[config.mk]
export PLATFORM = sky130hd
export DESIGN_NAME = cond_unit
export DESIGN_NICKNAME = d
export VERILOG_FILES = /design/src/rtl/cond_unit.sv
export SDC_FILE = /design/constraint.sdc
export NUM_CORES = 1
export LEC_CHECK = 0
export CAP_MARGIN = 5
export CORE_MARGIN = 2
export CORE_UTILIZATION = 25
export CTS_CLUSTER_SIZE = 20
export DETAILED_ROUTE_END_ITERATION = 12
export GPL_ROUTABILITY_DRIVEN = 0
export RECOVER_POWER = 50
export SLEW_MARGIN = 20
export SYNTH_ARGS = -nofsm -noshare
export SYNTH_HDL_FRONTEND = slang
export SYNTH_SLANG_ARGS = --single-unit
[constraint.sdc]
create_clock -name clk -period 3.5 [get_ports clk]
set_input_delay 1.05 -clock clk [delete_from_list [all_inputs] [get_ports clk]]
set_output_delay 1.05 -clock clk [all_outputs]
set_load 0.02 [all_outputs]
[src/rtl/cond_unit.sv]
// Conditional-execution stage: holds the NZCV flag register, evaluates the
// instruction condition field and gates the decoder write strobes.
module cond_unit #(
  parameter logic [3:0] RESET_FLAGS = 4'b0000,
  parameter bit         NV_EXECUTES = 1'b0
) (
  input  logic       clk,
  input  logic       reset_n,
  input  logic       en,
  input  logic [3:0] Cond,
  input  logic [3:0] ALUFlags,
  input  logic [1:0] FlagW,
  input  logic       PCS,
  input  logic       RegW,
  input  logic       MemW,
  input  logic       NoWrite,
  output logic       PCSrc,
  output logic       RegWrite,
  output logic       MemWrite,
  output logic [3:0] Flags,
  output logic       CondEx
);

  localparam int unsigned FLAG_W = 4;

  logic [FLAG_W-1:0] flags_q;
  logic              n_f, z_f, c_f, v_f;
  logic              cond_ex_c;

  assign {n_f, z_f, c_f, v_f} = flags_q;

  // Condition evaluation on the stored flags (read-before-write)
  always_comb begin
    cond_ex_c = 1'b0;
    case (Cond)
      4'b0000: cond_ex_c = z_f;
      4'b0001: cond_ex_c = ~z_f;
      4'b0010: cond_ex_c = c_f;
      4'b0011: cond_ex_c = ~c_f;
      4'b0100: cond_ex_c = n_f;
      4'b0101: cond_ex_c = ~n_f;
      4'b0110: cond_ex_c = v_f;
      4'b0111: cond_ex_c = ~v_f;
      4'b1000: cond_ex_c = c_f & ~z_f;
      4'b1001: cond_ex_c = ~c_f | z_f;
      4'b1010: cond_ex_c = (n_f == v_f);
      4'b1011: cond_ex_c = (n_f != v_f);
      4'b1100: cond_ex_c = ~z_f & (n_f == v_f);
      4'b1101: cond_ex_c = z_f | (n_f != v_f);
      4'b1110: cond_ex_c = 1'b1;
      default: cond_ex_c = NV_EXECUTES;
    endcase
  end

  // Flag register; each group loads independently, only on a passed condition
  always_ff @(posedge clk or negedge reset_n) begin
    if (!reset_n) begin
      flags_q <= RESET_FLAGS;
    end else if (en && cond_ex_c) begin
      if (FlagW[1]) flags_q[3:2] <= ALUFlags[3:2];
      if (FlagW[0]) flags_q[1:0] <= ALUFlags[1:0];
    end
  end

  assign CondEx   = cond_ex_c;
  assign Flags    = flags_q;
  assign PCSrc    = PCS  & cond_ex_c & en;
  assign RegWrite = RegW & cond_ex_c & en & ~NoWrite;
  assign MemWrite = MemW & cond_ex_c & en;

endmodule

==> qor.yml, run 1 <==
slowest_delay_ns: 0.53
synth-edff-count: 0
dp.cells: 89
synth_ff_type: "dfrtp_1"
hold_viol: 0
syn_inst: 43
grt_use_met1_pct: 17.0
num_vias: 486
clockBufferDepth: 2
grt-ovfl-total: 0
hpwlAfterDp_um: 940
slew_violations: 0
root_buffer: "clkbuf_4"
avgSynthCellArea_sq_um: 9.37
die_x_um: 44.1
power.density_nw_per_um2: 569
die_area_sq_um: 1950
clk_pin_slew_ns: 0.03
path_delay_family: "simple AND/OR/NAND/NOR gates"
drtIter0Drc: 13
antenna_found_initial: 0
whs_ns: 0.602
seq_area_frac_synth_pct: 24.8
die_y_um: 44.1
critPathMostFrequentCell: "buf_6"
cp_cell_sequence: "buf_6 -> or4b_4 -> a21oi_2 -> a311oi_2 -> a21boi_2 -> and3b_1 -> buf_6"
critPathKind: "input port to output pin"
worst_slew_pin_slew_ns: 0.312
period_share_pct: 98.5
largest_reg_flops: 4
drcViolationCount: 0
finClkSkew_ns: 0.000467
nNetsFinal: 97
critPathCaptureType: "output pin"
ir_drop_mv: 0.313
insertion_delay_ns: 0.23
met3_usage_pct: 2.45
gr-usage-met2_pct: 27.1
io_buffers: 24
fin_setup_tns_ns: 0
routed_wl_um: 1220
synth_cell_type_count: 27
htreeDepth: 1
cts_tree: "yes"
vias_per_cell: 5.17
synth_fp_nets: 60
path_buf_inv: 2
relSlewSlack_pct: 79.0
drtPass1Iterations: 4
hold_buffers: 0
yosys-top-cells-area: "dfrtp_1, mux2_2, buf_6"
max_freq_ghz: 0.290
yosysWarnings: 0
grt_pass1_wl_um: 2180
grt_pass1_vias: 526
hp-class: "register to register"
grtUsageTotal_pct: 15.0
cts.sinks: 4
diodes: 0
rows: 14
netlist_area_sq_um: 403
core_sq_um: 1510
post-route-util_pct: 50.9
crit_fanout: 3
fin_crit_ns: 3.45
synth_top_area_cell: "dfrtp_1"
final_cells: 94
io_pins: 25
syn_to_final_growth_pct: 90.4
cap_viol_max_count: 0
synthArstFlopShare_pct: 100
worstPathRequired_ns: 2.45
grt_most_used_layer: "met2"
start_util_pct: 26.7
setup_viol: 0
worstSetupStartpointType: "input port"
arrival_ns: 2.40
numCtsBuffers: 3
avgRoutedWirePerCell_um: 12.9
synth_top_area_share_pct: 24.8
drive_above_1_share_pct: 42.3
grt_max_degree: 9
slowest_stage: "or4b_4"
antenna_left: 0
status: "complete, no violations"
synth.ff_latch_count: 4
cellLeakagePower_nw: 0.332
-- logic make-up (layout without fill, tap and decap cells) --
kind of cell | count (synthesis) | count (layout) | synth area share (%)
buffers and inverters | 3 | 38 | 6.52
AO/OA/AOI/OAI | 11 | 11 | 22.7
XOR/XNOR | 3 | 3 | 6.52
AND/OR/NAND/NOR | 17 | 17 | 25.8
flip-flops | 4 | 4 | 24.8
multiplexers | 5 | 5 | 13.7
-- cell usage in the layout, fill, tap and decap left out --
master / synthesis / final
a211o_1: 1 / 1
a21boi_2: 0 / 1
a21oi_1: 3 / 2
a21oi_2: 0 / 1
a2bb2oi_2: 0 / 1
a311o_1: 1 / 1
a311oi_2: 1 / 1
and2_1: 3 / 2
and2_4: 0 / 1
and3b_1: 1 / 1
buf_2: 0 / 2
buf_4: 0 / 11
buf_6: 2 / 5
clkbuf_4: 0 / 3
clkdlybuf4s50_1: 0 / 12
dfrtp_1: 4 / 4
dlygate4sd3_1: 0 / 4
inv_1: 1 / 1
mux2_2: 4 / 4
mux2i_1: 1 / 1
nand2_1: 4 / 4
nand2b_4: 0 / 1
nand3_1: 2 / 2
nand3b_1: 1 / 1
nand4b_1: 1 / 1
nor2_1: 1 / 1
nor3b_1: 1 / 1
o211ai_1: 1 / 1
o221ai_1: 1 / 1
o32a_1: 1 / 1
or2b_1: 1 / 1
or4b_4: 0 / 1
xnor2_1: 2 / 1
xnor2_2: 0 / 1
xor2_1: 1 / 1
-- layout make-up --
class / count / area (sq um)
Clock buffer: 3 / 22.5
Sequential cell: 4 / 100
Timing Repair Buffer: 34 / 309
Tap cell: 16 / 20.0
Inverter: 1 / 3.75
Fill cell: 147 / 739
Multi-Input combinational cell: 36 / 312
-- metrics by stage --
| stage | power [mW] | cell area (sq um) | setup slack (ns) |
|---|---|---|---|
| after floorplan | 0.242 | 403 | 0.0104 |
| after global placement | 0.363 | 701 | -0.962 |
| after detailed placement | 0.363 | 701 | -0.984 |
| after CTS | 0.437 | 752 | 0.000669 |
| after global routing | 0.472 | 767 | -0.0183 |
| final | 0.437 | 767 | 0.0520 |
-- per-layer routing --
layer  share of wire, %  vias up
met3                4.7        2
met4                1.5        0
met5                  0        -
li1                   -      232
met2                 54       14
met1                 39      238
-- where the power goes --
group	leakage, nW	internal (mW)	switching (mW)	total (mW)
combinational	0.271	0.155	0.120	0.275
sequential	0.0470	0.0702	0.0361	0.106
clock	0.0138	0.0382	0.0172	0.0555
-- worst register-to-register path: cells and delay by family, from the launching register on --
family | cells | cell delay [ns]
xor gates and xnor gates | 1 | 0.32
DFF | 1 | 0.42
AOI/OAI and AO/OA | 2 | 0.31
muxes | 2 | 0.64
buffers and inverters | 2 | 0.29
-- cell usage after synthesis, types with 2 or more instances --
master	n
a21oi_1	3
and2_1	3
buf_6	2
dfrtp_1	4
mux2_2	4
nand2_1	4
nand3_1	2
xnor2_1	2
-- path summary, 6_finish.rpt --
path / start / endpoint / slack, ns / cells after the start
max reg2reg: Flags[3] / Flags[1] / 1.40 / 7
min: Flags[2] / Flags[2] / 0.60 / 1
max in group asynchronous: reset_n / Flags[3] / 2.25 / 1
min reg2reg: Flags[2] / Flags[2] / 0.60 / 1
min in group asynchronous: reset_n / Flags[1] / 1.08 / 1
max: Cond[3] / RegWrite / 0.05 / 7
-- timing repair --
action / CTS / global route
gates cloned: 0 / 0
pin swaps: 8 / 9
resized for setup: 42 / 7
setup buffers: 3 / 0
setup endpoints to repair: 4 / 3
Power figures use the tool's default switching activity.
==> run 2: changes to the inputs <==
Settings changed: CTS_CLUSTER_DIAMETER from default to 120.
==> results of run 2 <==
No change in the layout: final DEF, timing and power equal those of run 1.
==> run 3: changes to the inputs <==
Settings changed: PLACE_DENSITY from default to 0.62.
==> qor.yml, run 3 (same netlist as run 1, synthesis figures left out) <==
status: "complete, no violations"
final_common_cell: "clkdlybuf4s50_1"
grt_pass1_vias: 493
diodes: 0
start_util_pct: 26.7
hp-class: "register to register"
worstPathRequired_ns: 2.45
drcViolationCount: 0
vias_per_cell: 4.99
slew_violations: 0
drtIter0Drc: 4
syn_to_final_growth_pct: 85.7
post-route-util_pct: 49.7
hpwlAfterDp_um: 909
core_sq_um: 1510
worstSetupStartpointType: "input port"
cellLeakagePower_nw: 0.327
die_y_um: 44.1
layout_setup_ws_ns: 0.0499
power.density_nw_per_um2: 582
period_share_pct: 98.6
die_area_sq_um: 1950
io_buffers: 24
grt_pass1_wl_um: 2070
worst_slew_pin_slew_ns: 0.323
fin_area_sq_um: 748
antenna_found_initial: 0
critPathCaptureType: "output pin"
pre_cts_ws_ns: -0.949
power_uw: 436
num_vias: 469
clk_pin_slew_ns: 0.03
crit_fanout: 3
numCtsBuffers: 3
insertion_delay_ns: 0.23
drtPass1Iterations: 2
finClkSkew_ns: 0.00268
fin_crit_ns: 3.45
root_buffer: "clkbuf_4"
die_x_um: 44.1
rows: 14
grtUsageTotal_pct: 14.4
ir_drop_mv: 0.389
cts.sinks: 4
avgRoutedWirePerCell_um: 12.5
htreeDepth: 1
largest_reg_flops: 4
drive_above_1_share_pct: 41.0
antenna_left: 0
grt_use_met1_pct: 17.0
mostFrequentLayoutCells: "clkdlybuf4s50_1, buf_4"
fin_setup_tns_ns: 0
grt-ovfl-total: 0
hold_viol: 0
gr-usage-met2_pct: 25.0
io_pins: 25
max_freq_ghz: 0.290
routed_wl_um: 1180
place_area_sq_um: 701
grt_most_used_layer: "met2"
arrival_ns: 2.40
relSlewSlack_pct: 78.3
cts_tree: "yes"
critPathKind: "input port to output pin"
cap_viol_max_count: 0
hold_buffers: 0
met3_usage_pct: 2.45
nNetsFinal: 97
clockBufferDepth: 2
grt_max_degree: 9
setup_viol: 0
==> run 3: routing by layer <==
layer | up-vias | wire, um | part of all wire [%]
li1 | 232 | - | -
met1 | 224 | 492 | 42
met2 | 11 | 621 | 53
met3 | 2 | 48 | 4.1
met4 | 0 | 18 | 1.5
met5 | - | 0 | 0
==> run 3: timing repair <==
item / 4_1_cts / 5_1_grt
gates resized for setup: 41 / 4
pin swaps: 8 / 8
setup endpoints to repair: 4 / 3
buffers inserted: 2 / 0
==> run 3: area by class of cell <==
| type | count | area [sq um] |
|---|---|---|
| timing repair buffer | 34 | 297 |
| multi-input combinational | 36 | 305 |
| fill | 158 | 758 |
| sequential | 4 | 100 |
| tap | 16 | 20.0 |
| clock buffer | 3 | 22.5 |
| inverter | 1 | 3.75 |
==> run 3: stage by stage <==
stage,hold WS [ns],instances
2_1_floorplan,0.710,43
3_3_place_gp,0.599,89
3_5_place_dp,0.606,89
4_1_cts,0.622,94
5_1_grt,0.678,94
6_report,0.629,94
==> run 3: final timing paths <==
check | start | end | cells past startpoint | slack, ns
worst max register to register | Flags[3] | Flags[0] | 7 | 1.39
max in group asynchronous | reset_n | Flags[3] | 1 | 2.25
worst max-delay path | Cond[1] | RegWrite | 7 | 0.05
worst min-delay path | Flags[0] | Flags[0] | 1 | 0.63
min in group asynchronous | reset_n | Flags[1] | 1 | 1.08
worst min register to register | Flags[0] | Flags[0] | 1 | 0.63
==> run 3: critical path, cell delays in order <==
cell and delay [ns]:
clkbuf_2 0.10, or4b_4 0.53, a21oi_2 0.17, a311oi_2 0.07, a21boi_2 0.19, and3b_1 0.18, buf_6 0.12
==> run 3: power breakdown <==
group / internal [mW] / leakage [nW] / switching, mW
clock: 0.0383 / 0.0138 / 0.0186
sequential: 0.0702 / 0.0470 / 0.0383
combinational: 0.151 / 0.266 / 0.119
